<file path="config.mk">
export PLATFORM = sky130hd
export DESIGN_NAME = spi_regfile
export DESIGN_NICKNAME = d
export VERILOG_FILES = /design/src/rtl/spi_regfile.sv
export SDC_FILE = /design/constraint.sdc
export NUM_CORES = 1
export LEC_CHECK = 0
export BUFFER_PORTS_ARGS = -buffer_cell sky130_fd_sc_hd__buf_2
export CAP_MARGIN = 20
export CORE_MARGIN = 3
export CORE_UTILIZATION = 55
export CTS_BUF_LIST = sky130_fd_sc_hd__clkbuf_4
export CTS_CLUSTER_SIZE = 28
export DETAILED_ROUTE_END_ITERATION = 7
export GPL_ROUTABILITY_DRIVEN = 1
export GPL_TIMING_DRIVEN = 0
export PLACE_DENSITY = 0.79
export SLEW_MARGIN = 20
export SYNTH_ARGS = -nofsm -noshare
export SYNTH_HDL_FRONTEND = slang
export SYNTH_SLANG_ARGS = --single-unit
</file>
<file path="constraint.sdc">
create_clock -name clk -period 10.83 [get_ports clk]
set_input_delay 2.7075 -clock clk [delete_from_list [all_inputs] [get_ports clk]]
set_output_delay 2.7075 -clock clk [all_outputs]
set_load 0.05 [all_outputs]
</file>
<file path="src/rtl/spi_regfile.sv">
// rtl/spi_regfile.sv - SPI mode-0 register bank with write/read frames, commit strobe and error counter.
// All SPI pins are oversampled in the clk domain; frame logic runs on detected pin edges.
module spi_regfile #(
  parameter int DATA_W      = 8,
  parameter int ADDR_W      = 7,
  parameter int NUM_REGS    = 5,
  parameter int SYNC_STAGES = 2
) (
  input  logic                       clk,
  input  logic                       rst,
  input  logic                       sCLK,
  input  logic                       nCS,
  input  logic                       COPI,
  output logic                       CIPO,
  output logic [NUM_REGS*DATA_W-1:0] regs_out,
  output logic                       wr_strobe,
  output logic [ADDR_W-1:0]          wr_addr,
  output logic [7:0]                 err_count
);

  localparam int FRAME = 1 + ADDR_W + DATA_W;
  localparam int CNT_W = $clog2(FRAME + 2);
  localparam logic [CNT_W-1:0]  C_ADDR  = CNT_W'(ADDR_W);
  localparam logic [CNT_W-1:0]  C_FRAME = CNT_W'(FRAME);
  localparam logic [CNT_W-1:0]  C_OVR   = CNT_W'(FRAME + 1);
  localparam logic [ADDR_W:0]   C_NREGS = (ADDR_W + 1)'(NUM_REGS);

  logic [SYNC_STAGES-1:0] sclk_sync, ncs_sync, copi_sync;
  logic sclk_hist, ncs_hist;
  logic sclk_s, ncs_s, copi_s;
  logic sclk_rise, sclk_fall, ncs_rise, ncs_fall;

  // nCS chain resets low so a frame already in progress at reset release is never seen as starting
  always_ff @(posedge clk or posedge rst) begin
    if (rst) begin
      sclk_sync <= '0;
      ncs_sync  <= '0;
      copi_sync <= '0;
      sclk_hist <= 1'b0;
      ncs_hist  <= 1'b0;
    end else begin
      sclk_sync <= {sclk_sync[SYNC_STAGES-2:0], sCLK};
      ncs_sync  <= {ncs_sync[SYNC_STAGES-2:0], nCS};
      copi_sync <= {copi_sync[SYNC_STAGES-2:0], COPI};
      sclk_hist <= sclk_s;
      ncs_hist  <= ncs_s;
    end
  end

  assign sclk_s    = sclk_sync[SYNC_STAGES-1];
  assign ncs_s     = ncs_sync[SYNC_STAGES-1];
  assign copi_s    = copi_sync[SYNC_STAGES-1];
  assign sclk_rise = sclk_s & ~sclk_hist;
  assign sclk_fall = ~sclk_s & sclk_hist;
  assign ncs_rise  = ncs_s & ~ncs_hist;
  assign ncs_fall  = ~ncs_s & ncs_hist;

  logic              active;
  logic [CNT_W-1:0]  cnt, cnt_n;
  logic              rw, rw_n;
  logic [ADDR_W-1:0] addr, addr_n;
  logic [DATA_W-1:0] data, data_n;
  logic [DATA_W-1:0] rd_sh, rd_val;
  logic              cipo_q;
  logic              shift_en, addr_ok, commit, reject, load_rd, shift_out;

  logic [NUM_REGS*DATA_W-1:0] regs_q;
  logic                       pend;
  logic [ADDR_W-1:0]          pend_addr;
  logic [DATA_W-1:0]          pend_data;

  // An sCLK edge coinciding with the closing nCS edge still counts toward the frame
  assign shift_en = active & sclk_rise & (~ncs_s | ncs_rise);

  always_comb begin
    cnt_n  = cnt;
    rw_n   = rw;
    addr_n = addr;
    data_n = data;
    if (shift_en) begin
      if (cnt == '0)
        rw_n = copi_s;
      else if (cnt <= C_ADDR)
        addr_n = ADDR_W'({addr, copi_s});
      else if (cnt < C_FRAME)
        data_n = DATA_W'({data, copi_s});
      if (cnt != C_OVR)
        cnt_n = cnt + 1'b1;
    end
  end

  always_comb begin
    rd_val = '0;
    for (int r = 0; r < NUM_REGS; r++)
      if (addr_n == ADDR_W'(r))
        rd_val = regs_q[r*DATA_W +: DATA_W];
  end

  assign addr_ok   = {1'b0, addr_n} < C_NREGS;
  assign commit    = active & ncs_rise & (cnt_n == C_FRAME) & rw_n & addr_ok;
  assign reject    = active & ncs_rise & ~((cnt_n == C_FRAME) & (~rw_n | addr_ok));
  assign load_rd   = shift_en & (cnt == C_ADDR) & ~rw;
  assign shift_out = active & sclk_fall & ~ncs_s & ~rw & (cnt > C_ADDR) & (cnt < C_FRAME);

  always_ff @(posedge clk or posedge rst) begin
    if (rst) begin
      active <= 1'b0;
      cnt    <= '0;
      rw     <= 1'b0;
      addr   <= '0;
      data   <= '0;
      rd_sh  <= '0;
      cipo_q <= 1'b0;
    end else if (ncs_fall) begin
      active <= 1'b1;
      cnt    <= '0;
      rw     <= 1'b0;
      addr   <= '0;
      data   <= '0;
      rd_sh  <= '0;
      cipo_q <= 1'b0;
    end else if (active) begin
      cnt  <= cnt_n;
      rw   <= rw_n;
      addr <= addr_n;
      data <= data_n;
      if (load_rd)
        rd_sh <= rd_val;
      else if (shift_out) begin
        cipo_q <= rd_sh[DATA_W-1];
        rd_sh  <= DATA_W'({rd_sh, 1'b0});
      end
      if (ncs_rise) begin
        active <= 1'b0;
        cnt    <= '0;
        cipo_q <= 1'b0;
      end
    end else begin
      cipo_q <= 1'b0;
    end
  end

  always_ff @(posedge clk or posedge rst) begin
    if (rst) begin
      pend      <= 1'b0;
      pend_addr <= '0;
      pend_data <= '0;
      regs_q    <= '0;
      wr_strobe <= 1'b0;
      wr_addr   <= '0;
      err_count <= '0;
    end else begin
      pend      <= commit;
      wr_strobe <= pend;
      if (commit) begin
        pend_addr <= addr_n;
        pend_data <= data_n;
      end
      if (pend) begin
        wr_addr <= pend_addr;
        for (int r = 0; r < NUM_REGS; r++)
          if (pend_addr == ADDR_W'(r))
            regs_q[r*DATA_W +: DATA_W] <= pend_data;
      end
      if (reject && err_count != 8'hFF)
        err_count <= err_count + 8'd1;
    end
  end

  assign regs_out = regs_q;
  assign CIPO     = cipo_q;

endmodule

</file>
==> results of run 1 <==
layout make-up:
| class | count | area (um^2) |
|---|---|---|
| Inverter | 8 | 35.0 |
| Multi-Input combinational cell | 303 | 2250 |
| Clock buffer | 9 | 67.6 |
| Sequential cell | 111 | 2780 |
| Tap cell | 108 | 135 |
| Buffer | 26 | 121 |
| Clock inverter | 7 | 81.3 |
| Fill cell | 717 | 3140 |
| Timing Repair Buffer | 62 | 333 |
flip-flops by register name (all words and copies together) (netlist names):
signal     flops
data           8
pend_data      8
wr_addr        7
rw             1
CIPO           1
active         1
sclk_hist      1
cnt            5
err_count      8
copi_sync      2
rd_sh          8
ncs_hist       1
pend           1
regs_out      40
wr_strobe      1
ncs_sync       2
sclk_sync      2
addr           7
pend_addr      7
final timing paths:
check,cells past startpoint,end
max reg2reg,12,pend_data[0]$_DFFE_PP0P_
min,0,copi_sync[1]$_DFF_PP0_
min reg2reg,0,copi_sync[1]$_DFF_PP0_
max,1,err_count[2]
min in group asynchronous,2,addr[5]$_DFFE_PP0P_
max in group asynchronous,3,data[2]$_DFFE_PP0P_
stage by stage:
step	worst slack, ps	util (%)
2_1_floorplan	5190	-
3_3_place_gp	4060	62.8
3_5_place_dp	7300	63.2
4_1_cts	6890	64.8
5_1_grt	6850	64.9
6_report	6910	64.9
cell usage in the layout (no fill, tap or decap), types with 2 or more instances in the layout:
cell / count
dfrtp_1: 111
buf_2: 65
mux2_2: 47
nor2_1: 40
nand2_1: 37
a21oi_1: 23
mux2i_1: 18
clkbuf_1: 14
nand3_1: 13
clkbuf_4: 9
nor3_1: 8
a31oi_1: 8
nor2b_1: 7
inv_1: 7
a311o_1: 7
a221oi_1: 7
a221oi_2: 7
ha_1: 7
xnor2_1: 6
buf_1: 5
nand4_1: 5
o21ai_0: 5
nand2b_1: 4
and2_1: 4
nand4b_1: 4
and3_1: 3
or4_1: 3
inv_6: 3
nor4_1: 2
buf_6: 2
mux2_1: 2
a21boi_0: 2
or3_1: 2
report_power, final:
group,total [mW],switching [mW],internal (mW)
combinational,0.0983,0.0705,0.0278
clock,0.215,0.141,0.0735
sequential,0.455,0.0230,0.432
logic make-up after synthesis:
logic type | synth area share [%]
AO/OA/AOI/OAI | 11.6
flip-flops | 53.8
XOR/XNOR | 1.02
multiplexers | 14.2
AND/OR/NAND/NOR | 14.8
adder cells (fa/ha/maj) | 1.70
buffers and inverters | 2.93
synthesized netlist by cell type, types with 5 or more instances:
master    instances  area (um^2)
dfrtp_1         111         2780
mux2_2           47          529
nor2_1           40          150
nand2_1          37          139
a21oi_1          23          115
mux2i_1          18          180
clkbuf_1         14         52.6
nand3_1          13         65.1
nor3_1            9         45.0
a31oi_1           8         50.1
inv_1             8         30.0
a221oi_1          7         61.3
a221oi_2          7          105
a311o_1           7         70.1
ha_1              7         87.6
nor2b_1           7         43.8
xnor2_1           6         52.6
buf_1             5         18.8
nand4_1           5         31.3
o21ai_0           5         25.0
metal layers:
| metal | vias to the layer above | global-route usage (%) |
|---|---|---|
| met5 | - | 0 |
| met4 | 0 | 8.47 |
| met3 | 37 | 3.92 |
| met2 | 170 | 38.8 |
| met1 | 1968 | 33.2 |
| li1 | 1783 | - |
==> metrics.txt, run 1 <==
status=completed; grt total ovfl=0; Distinct cells, synth=62; Initial DRT Pass Iterations=5; Post-Syn Area per Cell=11.5 um^2; Critical Path Sink Type=output pin; worst r2r src=cnt[0]$_DFFE_PP0P_; Post-CTS Hold Fix Bufs=0; via count=3,958; Met3 Wirelength=678 um; Synth Net Count=460; Hold WC Path Type=flip-flop to flip-flop; startpoint types=flip-flop; PD cells=132 nW/um^2; Initial Utilization=57.8%; CTS sink cnt=111; Fin Setup TNS=0 ps; initial antenna violation count=0; First DRT Iteration DRCs=217; # resized after CTS=0; vias in the first global route=3,881; clk_lat worst skew=460 ps; met2 wire length=5.85 mm; ANT nets after route=0; Inst Count DP=618; post-synthesis sequential area ratio=53.8%; final non-filler cell total=634; postcts setup bufs=0; worst hold start=copi_sync[0]$_DFF_PP0_; post-DP HPWL=8.48 mm; die area=10,600 um^2; leakage=2.86 nW; Synth Cell Area=5170 um^2; Final Skew=14.4 ps; final hold slack=372 ps; cts bufs inserted=9; critical path peak fanout=5; Required @ worst endpoint=8120 ps; Via density=6.24; Cell Rows=34; Synth Warn #=0; first-pass GRT wire length=19.7 mm; Tightest Pin Transition=891 ps; fraction of layout cells with a size suffix above 1=27.9%; die span in x=103 um; I/O Pins=62; htree depth=3; min Tclk post-route=3920 ps; Worst Setup SP=err_count[2]$_DFFE_PP0P_; Worst Path Buf+Inv=1; # nets final=533; Primary FF master, synth=dfrtp_1; Die Y=103 um; max-slew violation count=0; Port Buf Inserts=61; RSZ-0062 raised after global routing=no; Final Wtd Congestion=0.880; core area=8930 um^2; WL met1=5.15 mm; GR Util All Layers=24.1%; Crit path largest cell delay=450 ps; reg-to-reg slack, setup=7410 ps; average routed wire per standard cell=19.0 um; Design Area, Final=5800 um^2; slowest library cell on the worst path=dfrtp_1; setup violators final=0; Slew HR=40.3%; Critical Path AT=1210 ps; EDFF count, synth=0; Max Freq=255 MHz; ANT cells=0; Yosys reg bits=111; clock slew at reported path FFs=170 ps; P&R area growth vs syn=12.2%; Worst VDD drop=0.0000861 V; DRT Wirelength=12.0 mm; CTS tree=done; Total Power=0.768 mW; Gate Count Post-Synth=448; Max clock buf depth=2; crit-path cells=buf_2; Hold Fails Final Rpt=0; critical path type=flip-flop to output pin; placed cell areas=5640 um^2; top sig layer=met4; Async SR Flop Fraction=100%; DR DRC count=0; crit-path leading delay family=flip-flops; fraction of the cycle the final worst path needs=36.2%; Max Cap Viol=0; largest net degree at the start of global routing=67; Root Driver=clkbuf_4
Power figures use the tool's default switching activity.
==> inputs of run 2 (changes only) <==
- CORE_UTILIZATION: 55 -> 54
- PLACE_DENSITY: 0.79 -> 0.81
- clock period: 10.83 -> 3.2 ns (I/O delays scaled with it)
==> metrics.txt, run 2 (synthesized netlist as in run 1, its figures left out) <==
clock network power share=25.8%; first-pass GRT wire length=20.0 mm; critical path type=flip-flop to flip-flop; CTS tree=done; Final Skew=13.5 ps; Fillers=755; Tightest Pin Transition=863 ps; PD cells=427 nW/um^2; Via density=6.03; Required @ worst endpoint=3580 ps; cell repeated most along the worst path=buf_6; via count=4,005; crit-path cells=ha_2 -> nand4bb_1 -> buf_6 -> or4_4 -> buf_6 -> or3_4 -> a21oi_4 -> buf_12 -> nand2_1 -> a311o_1 -> a221oi_2; commonest non-fill, non-tap cell in the layout=dfrtp_1; Slew HR=42.1%; met2 wire length=5.97 mm; sw frac=31.7%; final non-filler cell total=664; Worst VDD drop=0.000268 V; GR Util All Layers=23.1%; Met3 Wirelength=799 um; Port Buf Inserts=61; die area=10,800 um^2; clock slew at reported path FFs=180 ps; ANT nets after route=0; multi-input combinational cell area=2300 um^2; initial antenna violation count=0; fraction of layout cells with a size suffix above 1=31.0%; CTS sink cnt=111; average routed wire per standard cell=18.5 um; status=completed; Hold WC Path Type=input port to asynchronous set/reset pin; slowest library cell on the worst path=or4_4; leakage=2.90 nW; register area=2780 um^2; cts bufs inserted=9; grt total ovfl=0; fraction of the cycle the final worst path needs=95.8%; DRT Wirelength=12.3 mm; core area=9280 um^2; P&R area growth vs syn=15.4%; vias in the first global route=3,993; Max Cap Viol=0; # nets final=542; most frequent cells in the layout=dfrtp_1 (109), buf_2 (64), mux2_2 (47); Inst Count DP=641; Initial DRT Pass Iterations=5; Initial Utilization=55.6%; htree depth=3; Root Driver=clkbuf_4; combinational fraction of design power=13.6%; setup violators final=0; First DRT Iteration DRCs=294; Hold Fails Final Rpt=0; WL met1=5.19 mm; Critical Path Sink Type=flip-flop; ANT cells=0; Crit path largest cell delay=540 ps; switching power=0.807 mW; DR DRC count=0; top sig layer=met4; Post-CTS Hold Fix Bufs=0; Die Y=104 um; Total Power=2.54 mW; Max clock buf depth=2; Max Freq=326 MHz; max reg flops=40; crit-path leading delay family=simple AND/OR/NAND/NOR gates; post-DP HPWL=8.77 mm; Fin Setup TNS=0 ps; Cell Rows=35; Worst Path Buf+Inv=3; final hold slack=330 ps; clk_lat worst skew=470 ps; largest net degree at the start of global routing=35; critical path peak fanout=9; Int Pwr=1.74 mW; Critical Path AT=3440 ps; Final Wtd Congestion=0.845; reg-to-reg slack, setup=140 ps; pre-CTS setup slack=-192 ps; fin worst setup slack=136 ps; min Tclk post-route=3060 ps; startpoint types=flip-flop; max-slew violation count=0; sequential group share of total power=60.6%; I/O Pins=62; die span in x=104 um
run 2: stage by stage:
step           util [%]  cell area (um^2)
3_5_place_dp       61.4              5700
6_report           64.2              5960
4_1_cts            63.3              5870
5_1_grt            64.2              5960
2_1_floorplan         -              5170
3_3_place_gp       60.7              5640
run 2: timing repair:
action | CTS | global route
gates resized for setup | 4 | 12
endpoints found under the setup margin | 19 | 11
pin swaps | 1 | 5
buffers inserted | 3 | 6
run 2: path summary, 6_finish.rpt:
check,cells past startpoint,start,to
max,11,ncs_sync[1]$_DFF_PP0_,rd_sh[1]$_DFFE_PP0P_
min,2,rst,pend_addr[3]$_DFFE_PP0P_
max reg2reg,11,ncs_sync[1]$_DFF_PP0_,rd_sh[1]$_DFFE_PP0P_
min reg2reg,0,sclk_sync[0]$_DFF_PP0_,sclk_sync[1]$_DFF_PP0_
max in group asynchronous,4,rst,regs_out[4]$_DFFE_PP0P_
min in group clk,0,sclk_sync[0]$_DFF_PP0_,sclk_sync[1]$_DFF_PP0_
run 2: power by group through the flow:
stage / sequential, mW / clock [mW] / combinational [mW]
floorplan: 1.65 / 0 / 0.141
detailed placement: 1.57 / 0 / 0.336
global placement: 1.56 / 0 / 0.315
CTS: 1.54 / 0.672 / 0.338
global route: 1.55 / 0.728 / 0.376
finish: 1.54 / 0.657 / 0.345
run 2: cell type report:
class,instances,share of cell area (%)
plain buffers,24,1.95
clock buffers,9,1.13
clock inverters,7,0.944
inverters,8,0.567
multi-input cells,303,38.6
flip-flops and latches,111,46.6
well taps,129,2.71
repair buffers,73,7.47
run 2: per-layer routing:
metal	track usage (%)	up-vias
met5	0	-
met4	9.12	0
met3	4.30	34
met2	37.1	178
met1	31.2	1990
li1	-	1803
